### src/rtl/tdm_demux4_if.sv
// Channel-side bundle of the 4-channel TDM demultiplexer: the shared sample
// line on one side and the four registered channels plus status on the other.
interface tdm_demux4_if #(
    parameter int WIDTH = 8
);
    logic [WIDTH-1:0] din;
    logic             din_valid;
    logic             frame_sync;
    logic [WIDTH-1:0] a;
    logic [WIDTH-1:0] b;
    logic [WIDTH-1:0] c;
    logic [WIDTH-1:0] d;
    logic [3:0]       ch_valid;
    logic [1:0]       slot;
    logic             locked;
    logic             frame_done;
    logic             sync_err;

    // Link side: drives samples, observes the channel outputs.
    modport master (
        output din, din_valid, frame_sync,
        input  a, b, c, d, ch_valid, slot, locked, frame_done, sync_err
    );

    // Demultiplexer side: consumes samples, drives the channel outputs.
    modport slave (
        input  din, din_valid, frame_sync,
        output a, b, c, d, ch_valid, slot, locked, frame_done, sync_err
    );
endinterface

### src/rtl/tdm_demux4.sv
// Receive end of a 4:1 TDM link. Hunts for frame_sync, then steers each
// valid sample into channel a..d by a 2-bit slot counter. All outputs,
// including the strobes, come straight from registers.
module tdm_demux4 #(
    parameter int WIDTH = 8
) (
    input  logic          clk,
    input  logic          rst,
    tdm_demux4_if.slave   bus
);
    typedef enum logic [0:0] {
        ST_HUNT   = 1'b0,
        ST_LOCKED = 1'b1
    } state_t;

    state_t           state_r;
    state_t           state_nxt_s;
    logic [WIDTH-1:0] a_r, b_r, c_r, d_r;
    logic [WIDTH-1:0] a_nxt_s, b_nxt_s, c_nxt_s, d_nxt_s;
    logic [3:0]       ch_valid_r, ch_valid_nxt_s;
    logic [1:0]       slot_r, slot_nxt_s;
    logic             locked_r, locked_nxt_s;
    logic             frame_done_r, frame_done_nxt_s;
    logic             sync_err_r, sync_err_nxt_s;

    // Next-state and next-output decode; strobes default to zero every cycle.
    always_comb begin
        state_nxt_s      = state_r;
        a_nxt_s          = a_r;
        b_nxt_s          = b_r;
        c_nxt_s          = c_r;
        d_nxt_s          = d_r;
        ch_valid_nxt_s   = 4'b0000;
        slot_nxt_s       = slot_r;
        frame_done_nxt_s = 1'b0;
        sync_err_nxt_s   = 1'b0;
        case (state_r)
            ST_HUNT: begin
                if (bus.din_valid && bus.frame_sync) begin
                    a_nxt_s        = bus.din;
                    ch_valid_nxt_s = 4'b0001;
                    slot_nxt_s     = 2'd1;
                    state_nxt_s    = ST_LOCKED;
                end else begin
                    state_nxt_s    = ST_HUNT;
                end
            end
            ST_LOCKED: begin
                if (bus.din_valid && bus.frame_sync) begin
                    // A sync always restarts the frame at slot a; only a sync
                    // arriving away from slot 0 is flagged as an error.
                    a_nxt_s        = bus.din;
                    ch_valid_nxt_s = 4'b0001;
                    slot_nxt_s     = 2'd1;
                    sync_err_nxt_s = (slot_r != 2'd0);
                end else if (bus.din_valid) begin
                    slot_nxt_s = slot_r + 2'd1;
                    case (slot_r)
                        2'd0: begin
                            a_nxt_s        = bus.din;
                            ch_valid_nxt_s = 4'b0001;
                        end
                        2'd1: begin
                            b_nxt_s        = bus.din;
                            ch_valid_nxt_s = 4'b0010;
                        end
                        2'd2: begin
                            c_nxt_s        = bus.din;
                            ch_valid_nxt_s = 4'b0100;
                        end
                        2'd3: begin
                            d_nxt_s          = bus.din;
                            ch_valid_nxt_s   = 4'b1000;
                            frame_done_nxt_s = 1'b1;
                        end
                        default: begin
                            ch_valid_nxt_s = 4'b0000;
                        end
                    endcase
                end else begin
                    slot_nxt_s = slot_r;
                end
            end
            default: begin
                state_nxt_s = ST_HUNT;
                slot_nxt_s  = 2'd0;
            end
        endcase
        locked_nxt_s = (state_nxt_s == ST_LOCKED);
    end

    // State and output registers; reset discards any partial frame.
    always_ff @(posedge clk) begin
        if (rst) begin
            state_r      <= ST_HUNT;
            a_r          <= {WIDTH{1'b0}};
            b_r          <= {WIDTH{1'b0}};
            c_r          <= {WIDTH{1'b0}};
            d_r          <= {WIDTH{1'b0}};
            ch_valid_r   <= 4'b0000;
            slot_r       <= 2'd0;
            locked_r     <= 1'b0;
            frame_done_r <= 1'b0;
            sync_err_r   <= 1'b0;
        end else begin
            state_r      <= state_nxt_s;
            a_r          <= a_nxt_s;
            b_r          <= b_nxt_s;
            c_r          <= c_nxt_s;
            d_r          <= d_nxt_s;
            ch_valid_r   <= ch_valid_nxt_s;
            slot_r       <= slot_nxt_s;
            locked_r     <= locked_nxt_s;
            frame_done_r <= frame_done_nxt_s;
            sync_err_r   <= sync_err_nxt_s;
        end
    end

    assign bus.a          = a_r;
    assign bus.b          = b_r;
    assign bus.c          = c_r;
    assign bus.d          = d_r;
    assign bus.ch_valid   = ch_valid_r;
    assign bus.slot       = slot_r;
    assign bus.locked     = locked_r;
    assign bus.frame_done = frame_done_r;
    assign bus.sync_err   = sync_err_r;
endmodule

### src/flat_wrapper.sv
// flat-port wrapper written by rule: the top's interface ports become plain ports
module tdm_demux4_flat 
#(
    parameter int WIDTH = 8
)
  (clk, rst, bus_din, bus_din_valid, bus_frame_sync, bus_a, bus_b, bus_c, bus_d, bus_ch_valid, bus_slot, bus_locked, bus_frame_done, bus_sync_err);
  tdm_demux4_if #(.WIDTH(WIDTH)) bus_i ();
  input  logic clk;
  input  logic rst;
  input wire logic [$bits(bus_i.din)-1:0] bus_din;
  input wire logic [$bits(bus_i.din_valid)-1:0] bus_din_valid;
  input wire logic [$bits(bus_i.frame_sync)-1:0] bus_frame_sync;
  output wire logic [$bits(bus_i.a)-1:0] bus_a;
  output wire logic [$bits(bus_i.b)-1:0] bus_b;
  output wire logic [$bits(bus_i.c)-1:0] bus_c;
  output wire logic [$bits(bus_i.d)-1:0] bus_d;
  output wire logic [$bits(bus_i.ch_valid)-1:0] bus_ch_valid;
  output wire logic [$bits(bus_i.slot)-1:0] bus_slot;
  output wire logic [$bits(bus_i.locked)-1:0] bus_locked;
  output wire logic [$bits(bus_i.frame_done)-1:0] bus_frame_done;
  output wire logic [$bits(bus_i.sync_err)-1:0] bus_sync_err;
  assign bus_i.din = bus_din;
  assign bus_i.din_valid = bus_din_valid;
  assign bus_i.frame_sync = bus_frame_sync;
  assign bus_a = bus_i.a;
  assign bus_b = bus_i.b;
  assign bus_c = bus_i.c;
  assign bus_d = bus_i.d;
  assign bus_ch_valid = bus_i.ch_valid;
  assign bus_slot = bus_i.slot;
  assign bus_locked = bus_i.locked;
  assign bus_frame_done = bus_i.frame_done;
  assign bus_sync_err = bus_i.sync_err;
  tdm_demux4 #(.WIDTH(WIDTH)) u_core (.clk(clk), .rst(rst), .bus(bus_i));
endmodule
### config.mk
export PLATFORM = sky130hd
export DESIGN_NAME = tdm_demux4_flat
export DESIGN_NICKNAME = d
export VERILOG_FILES = /design/src/rtl/tdm_demux4_if.sv /design/src/rtl/tdm_demux4.sv /design/src/flat_wrapper.sv
export SDC_FILE = /design/constraint.sdc
export NUM_CORES = 1
export LEC_CHECK = 0
export BUFFER_PORTS_ARGS = -buffer_cell sky130_fd_sc_hd__buf_2
export CORE_ASPECT_RATIO = 0.8
export CORE_MARGIN = 4
export CORE_UTILIZATION = 49
export DETAILED_ROUTE_END_ITERATION = 6
export GPL_ROUTABILITY_DRIVEN = 0
export PLACE_DENSITY = 0.78
export SLEW_MARGIN = 20
export SYNTH_ARGS = -nofsm -noshare
export SYNTH_HDL_FRONTEND = slang
export SYNTH_SLANG_ARGS = --single-unit
### constraint.sdc
create_clock -name clk -period 1.8 [get_ports clk]
set_clock_uncertainty 0.1 [all_clocks]
set_input_delay 0.18 -clock clk [delete_from_list [all_inputs] [get_ports clk]]
set_output_delay 0.18 -clock clk [all_outputs]
set_load 0.005 [all_outputs]
**Word level (Yosys, flattened, before mapping)**

Cells that the tools add are included.

- Bits in registers: 41
- Input bits: 12
- Output and inout port bits: 41
- Logic and storage cells: 46

- Add/subtract/negate cells: 1
- Eq/ne operators: 6
- Mux-type cells: 17
- Bitwise operators: 3
- Reductions and logical operators: 10

Operator list:

| kind | count |
|---|---|
| 8-bit 2-to-1 mux | 4 |
| 4-bit case mux with 4 select lines | 1 |
| 8-bit case mux with 2 select lines | 1 |
| 4-bit AND reduction | 3 |
| 4-bit 2-to-1 mux | 2 |
| 4-bit case mux with 2 select lines | 1 |
| 2-bit 2-to-1 mux | 3 |
| 3-bit inequality test (second input constant) | 2 |
| 2-bit == test (second input constant) | 2 |
| 1-bit 2-to-1 mux | 4 |
| 2-bit case mux with 2 select lines | 1 |
| 4-bit OR reduction | 1 |
| 1-bit inverter | 3 |
| 3-bit AND reduction | 1 |
| 3-bit OR reduction | 1 |
| 2-bit by 1-bit adder with 2-bit output (second input constant) | 1 |
| 2-bit by 1-bit == test with 1-bit output (second input constant) | 1 |
| 2-bit logical NOT | 1 |
| 2-bit by 1-bit inequality test with 1-bit output (second input constant) | 1 |
| 2-bit AND reduction | 1 |
| 2-bit nonzero test | 1 |
| 1-bit logical AND | 1 |

**Depth between registers and ports, before layout**

Gate-level depths: netlist (run 1).

- Depth after elaboration: 5
- Gate-level depth with buffers: 6
- Mapped depth without buffers: 5

**Least setup slack after synthesis (run 1)**

Ideal clock, no wire load.

- Path type: register -> register
- Start point: register u_core.slot_r[0], in the netlist u_core.bus.slot[0]
- End point: register u_core.c_r[0], in the netlist u_core.bus.c[0]
- Library setup time: 132 ps
- Arrival: 1163 ps
- Required time: 1568 ps
- Slack: 405 ps
- Cell stages (with the launch flop): 7
- Buffers on the path: 1
- Clock period less this slack: 1395 ps
- Path through: dfxtp_1 > inv_1 > ha_1 > and4b_1 > buf_4 > nand2_1 > a21oi_1

- Longest elaborated chain between the ends: 2

RTL lines:

| element | line | RTL |
|---|---|---|
| from (decl) | tdm_demux4.sv:21 | `logic [1:0] slot_r, slot_nxt_s;` |
| from (signal assigned) | tdm_demux4.sv:112 | `slot_r <= slot_nxt_s;` |
| 2-bit == test | tdm_demux4.sv:58 | `case (slot_r)` |
| 4-bit AND reduction (no source line) | -- |  |
| to (signal assigned) | tdm_demux4.sv:98 | `c_r <= {WIDTH{1'b0}};` |
| to (signal assigned) | tdm_demux4.sv:109 | `c_r <= c_nxt_s;` |
| to (decl) | tdm_demux4.sv:18 | `logic [WIDTH-1:0] a_r, b_r, c_r, d_r;` |

Every way passes these cells.
A chain may end at the register's enable or synchronous reset.

**Worst setup path in the final report (run 1)**

- Start point: register u_core.slot_r[0], in the netlist u_core.bus.slot[0]
- End point: register u_core.a_r[3], in the netlist u_core.bus.a[3]

- Longest elaborated chain between the ends: 3

RTL lines:

| element | line | RTL |
|---|---|---|
| 2-bit logical NOT | tdm_demux4.sv:58 |  |
| 3-bit inequality test (no source line) | -- |  |
| 3-bit AND reduction (no source line) | -- |  |
| to (signal assigned) | tdm_demux4.sv:96 | `a_r <= {WIDTH{1'b0}};` |
| to (signal assigned) | tdm_demux4.sv:107 | `a_r <= a_nxt_s;` |
| to (decl) | tdm_demux4.sv:18 |  |

Every way passes these cells.

==> impl_results.md, run 1 <==
* Status: finished clean
* Postcts setup bufs at 0
* PortBufs at 52
* Starting Density at 51.0%
* Initial antenna violation count at 0
* Buf/Inv on CP at 1
* H-tree depth at 2
* Clk sink count at 40
* Final hold viol count at 0
* Power Density at 831 nW/um^2
* Total grt overflow at 0
* Tot Pwr at 1580 uW
* Post-CTS Resized at 0
* Met2 routed WL at 1580 um
* Final Core Density at 61.7%
* Sequential cell area fraction in the yosys report at 50.9%
* WL met3 at 262 um
* Number of enable-type register cells in the synthesized netlist at 0
* Predominant post-synthesis flop cell: dfxtp_1
* Post-CTS Hold Buffers at 0
* CTS root buffer: clkbuf_8
* Vias at 1388
* Pre-CTS setup slack at 0.329 ns
* Worst setup SP type: register
* DRT iter0 DRCs at 103
* First-pass GRT wire length at 6130 um
* Slowest cell on the critical path: dfxtp_1
* Chip Width at 71.4 um
* Vias per cell at 5.16
* Compound-gate portion of the synthesized area at 16.1%
* CTS tree: yes
* Synth Area in XOR/XNOR at 0%
* Routed WL per cell at 13.4 um
* Vias in the first global route at 1309
* Drt pass-1 iters at 4
* Data arrival, critical path at 1.65 ns
* Cell with the most instances after synthesis: nand2_1
* Req. time, crit path at 1.92 ns
* Simple-Gate Fraction of Synth Area at 22.8%
* Worst Tran Pin Value at 0.403 ns
* Warnings, synthesis at 0
* Area share of fa/ha/maj cells after synthesis at 4.77%
* Syn_nets at 198
* Tcrit/Tclk final at 85.3%
* Deepest clock path buffer count at 2
* Max Clock Freq at 0.651 GHz
* Core Rows at 18
* Synth area leader: dfxtp_1
* CP cell instances: inv_1 -> ha_1 -> a21oi_4 -> o21ai_0 -> a21oi_1
* IO Pins at 53
* Post-Synthesis Cells at 180
* Crit Path Class: register to register
* Share of layout cells above drive strength 1 at 28.4%
* Met1 Wirelength at 1720 um
* Synth area leaders: dfxtp_1 51%, nand2_1 11%, a21oi_1 10%
* Avg Inst Size Synth at 8.74 um^2
* Synthesis-stage register bit count at 40
* Count of different cell masters after synthesis at 24
* Die Span Y at 58.7 um
* Top Metal Used: met4
* Filler cell count at 282
* Layout area overhead at 20.9%
* Total GRT Usage at 18.7%
* Shortest period the worst path allows at 1.54 ns
* Setup TNS at 0 ns
* Clock Latency Late Sink at 0.28 ns
* Slowest stage delay, CP at 0.45 ns
* Fin. max-slew vios at 0
* Synth Cell Area at 1570 um^2
* Die Area at 4190 um^2
* Clk slew on worst S/H paths at 0.07 ns
* Post-DRT Antenna Nets at 0
* Static Leak at 0.000855 uW
* Final WS setup at 0.265 ns
* Main combinational cell family by area after synthesis: simple AND/OR/NAND/NOR gates
* Setup violations, final at 0
* Largest net degree at the start of global routing at 28
* Most common library cells after synthesis: 48 x nand2_1, 40 x dfxtp_1, 33 x a21oi_1
* Drt total wl at 3610 um
* HPWL Detailed at 2630 um
* Hold Crit Class: primary input to register
* FFs w/ async S/R, synth at 0%
* Core Area at 3090 um^2
* Mux share of post-synthesis cell area at 0%
* Worst Setup End Kind: register
* VDD IR max at 0.475 mV
* DRC at 0
* RSZ-0062 raised after global routing: no
* Total CTS buffers at 5
* Ant. Diodes at 0
* Crit path max-delay family: compound AO/OA/AOI/OAI gates
* Nets at 247
* Max Cap Violations at 0
* Slew Limit Headroom at 73.1%
* Yosys top cell area share at 50.9%
* Crit Path Max Fanout at 9
==> per-stage QoR <==
step | std cells | hold slack (ns) | cell area [um^2]
floorplan | 180 | 0.216 | 1570
global placement | 262 | 0.342 | 1830
detailed placement | 262 | 0.345 | 1830
CTS | 269 | 0.0630 | 1900
global route | 269 | 0.0632 | 1900
finish | 269 | 0.0669 | 1900
==> registers in the layout, indices dropped and copies added (netlist names) <==
signal,flops
u_core.bus.c,8
u_core.bus.locked,1
u_core.bus.d,8
u_core.bus.ch_valid,4
u_core.bus.b,8
u_core.bus.sync_err,1
u_core.bus.a,8
u_core.bus.slot,2
==> worst min-delay path, delay by kind of cell <==
family                 cells  cell delay (ns)
buffers and inverters      1             0.13
AND/OR/NAND/NOR            1             0.06
AO/OA/AOI/OAI              1             0.05
==> final cells by class <==
type | count | area, um^2 | share of cell area [%]
Clock buffer | 6 | 72.6 | 3.81
Multi-Input combinational cell | 125 | 688 | 36.2
Tap cell | 40 | 50.0 | 2.63
Timing Repair Buffer | 54 | 275 | 14.5
Sequential cell | 40 | 801 | 42.1
Clock inverter | 1 | 5.00 | 0.263
Inverter | 3 | 11.3 | 0.592
==> final timing paths <==
check                                   startpoint              end  slack, ns  depth (start not counted)
worst max-delay path            u_core.bus.slot[0]  u_core.bus.a[3]       0.26                          5
worst min register to register     u_core.bus.d[4]  u_core.bus.d[4]       0.35                          2
worst min-delay path                    bus_din[1]  u_core.bus.d[1]       0.07                          3
worst max register to register  u_core.bus.slot[0]  u_core.bus.a[3]       0.26                          5
==> logic make-up after synthesis <==
kind of cell,Yosys count
adder cells (fa/ha/maj),6
flip-flops,40
buffers and inverters,15
AND/OR/NAND/NOR,73
AO/OA/AOI/OAI,46
==> power breakdown <==
| part | total (uW) | switching [uW] | leakage, uW | internal [uW] |
|---|---|---|---|---|
| clock network | 545 | 282 | 0.0000410 | 263 |
| registers | 914 | 13.8 | 0.000324 | 900 |
| logic | 122 | 75.8 | 0.000490 | 46.5 |
==> cell usage in the layout, fill, tap and decap left out <==
cell type / n
nor3b_1: 2
a211oi_1: 1
a21o_2: 1
a21oi_4: 1
and3b_1: 1
nand2_1: 48
nor2_1: 5
ha_1: 6
a21oi_1: 33
and4b_1: 3
clkinv_2: 1
o21a_1: 1
a2bb2oi_1: 1
nand4b_2: 3
nand3_1: 8
buf_4: 2
inv_1: 3
dfxtp_1: 40
o21ai_0: 8
nand4b_1: 1
nand3b_1: 1
clkbuf_8: 5
clkbuf_1: 1
buf_2: 52
nor3_1: 1
==> metal layers <==
metal	track usage (%)	vias to the layer above
li1	-	703
met1	25.1	637
met2	28.8	41
met3	6.14	7
met4	5.63	0
met5	0	-
Note: power is estimated with default switching activity, not from simulation.
==> run 2, diff against run 1 <==
- CORE_UTILIZATION: 49 -> 51
- CTS_BUF_LIST: default -> sky130_fd_sc_hd__clkbuf_8
- PLACE_DENSITY: 0.78 -> 0.81
==> impl_results.md, run 2 (synthesis results as in run 1) <==
* Crit path max-delay family: compound AO/OA/AOI/OAI gates
* Initial antenna violation count at 0
* Post-CTS Hold Buffers at 0
* Slew Limit Headroom at 75.5%
* Post-CTS Resized at 0
* Deepest clock path buffer count at 2
* Shortest period the worst path allows at 1.54 ns
* P_int at 1350 uW
* Core Rows at 17
* Worst setup SP type: register
* DRC at 0
* Setup slack, reg-to-reg at 0.26 ns
* Setup violations, final at 0
* Clock Latency Late Sink at 0.28 ns
* Starting Density at 55.2%
* Die Area at 4040 um^2
* Fin. max-slew vios at 0
* Slowest cell on the critical path: dfxtp_1
* Buf/Inv on CP at 1
* Worst R2R Start: u_core.bus.slot[0]
* Hold Crit Class: primary input to register
* Data arrival, critical path at 1.65 ns
* Worst Tran Pin Value at 0.367 ns
* Vias per cell at 5.16
* R2R cell count at 5
* H-tree depth at 2
* DRT iter0 DRCs at 110
* Power Density at 899 nW/um^2
* Vias in the first global route at 1326
* IO Pins at 53
* CTS root buffer: clkbuf_8
* Total GRT Usage at 18.8%
* Status: finished clean
* Setup TNS at 0 ns
* Crit Path Class: register to register
* Worst Min Path Start: bus_din[4]
* Max Cap Violations at 0
* VDD IR max at 0.673 mV
* Commonest non-fill, non-tap cell in the layout: buf_2
* Static Leak at 0.000878 uW
* RSZ-0062 raised after global routing: no
* Clk slew on worst S/H paths at 0.08 ns
* Drt pass-1 iters at 4
* RR Endpoint: u_core.bus.a[5]
* Sw Ratio at 22.3%
* First-pass GRT wire length at 6180 um
* CP cell instances: inv_1 -> ha_1 -> a21oi_4 -> o21ai_0 -> a21oi_1
* HPWL Detailed at 2620 um
* Largest net degree at the start of global routing at 21
* Postcts setup bufs at 0
* Core Area at 2850 um^2
* Final Core Density at 68.0%
* Nets at 248
* Hold EP: u_core.bus.b[4]
* Vias at 1389
* Chip Width at 70.1 um
* Psw at 388 uW
* Clk sink count at 40
* Post-DRT Antenna Nets at 0
* Tcrit/Tclk final at 85.5%
* Clock power frac at 40.4%
* Drt total wl at 3670 um
* Die Span Y at 57.7 um
* CTS tree: yes
* Req. time, crit path at 1.91 ns
* Sequential fraction of design power at 52.5%
* Crit Path Max Fanout at 9
* Share of layout cells above drive strength 1 at 29.0%
* WHS Path Cells at 3
* Most frequent cells in the layout: 52 x buf_2, 48 x nand2_1, 40 x dfxtp_1
* Total grt overflow at 0
* Routed WL per cell at 13.7 um
* DP Cell Count at 261
* Layout area overhead at 23.1%
* Part of the power in combinational logic at 7.1%
* PortBufs at 52
* Slowest stage delay, CP at 0.45 ns
* Final hold viol count at 0
* Worst Setup End Kind: register
* Ant. Diodes at 0
* Max Clock Freq at 0.650 GHz
* Filler cell count at 247
* Total CTS buffers at 5
* Fin cells at 269
==> run 2: changes by cell type in the layout (fill, tap and decap cells not counted), sizes merged <==
cell / before / now
inv: 3 / 4
bufinv: 0 / 1
buf: 54 / 55
clkbuf: 6 / 5
==> run 2: worst max path at each step <==
stage / from / end / slack [ns] / cells past startpoint
after floorplan: u_core.bus.slot[0] / u_core.bus.c[0] / 0.41 / 6
after global placement: u_core.bus.slot[0] / u_core.bus.a[1] / 0.36 / 5
after detailed placement: u_core.bus.slot[0] / u_core.bus.a[6] / 0.30 / 5
after CTS: u_core.bus.slot[0] / u_core.bus.a[5] / 0.26 / 5
after global routing: u_core.bus.slot[0] / u_core.bus.a[5] / 0.09 / 5
final: u_core.bus.slot[0] / u_core.bus.a[5] / 0.26 / 5
==> run 2: worst min-delay path, cell delays in order <==
cell and delay, ns:
buf_2 0.13, nand2_1 0.06, a21oi_1 0.05
==> run 2: through the flow <==
stage / instance area [um^2] / setup WS, ns / hold slack [ns] / total power [uW]
final: 1940 / 0.261 / 0.0730 / 1740
after global routing: 1940 / 0.0868 / 0.0777 / 1800
after CTS: 1940 / 0.261 / 0.0697 / 1740
after detailed placement: 1830 / 0.296 / 0.343 / 1060
after global placement: 1830 / 0.359 / 0.339 / 1050
after floorplan: 1570 / 0.405 / 0.216 / 1000
==> run 2: layout make-up <==
type	count	area, um^2	area share [%]
multi-input cells	125	688	35.5
inverters	3	11.3	0.581
repair buffers	55	283	14.6
well taps	38	47.5	2.45
clock buffers	5	68.8	3.55
clock inverters	3	38.8	2.00
flip-flops and latches	40	801	41.3
==> run 2: power by group through the flow <==
stage / Clock (uW) / Sequential, uW / Combinational [uW]
floorplan: 0 / 932 / 72.9
global placement: 0 / 933 / 121
detailed placement: 0 / 934 / 123
CTS: 703 / 914 / 125
global route: 741 / 916 / 138
finish: 704 / 914 / 124
==> run 2: per-layer routing <==
metal	track usage (%)	part of all wire, %
met1	26.5	51
met2	29.2	42
met3	4.51	5.9
met4	4.64	0.73
met5	0	0
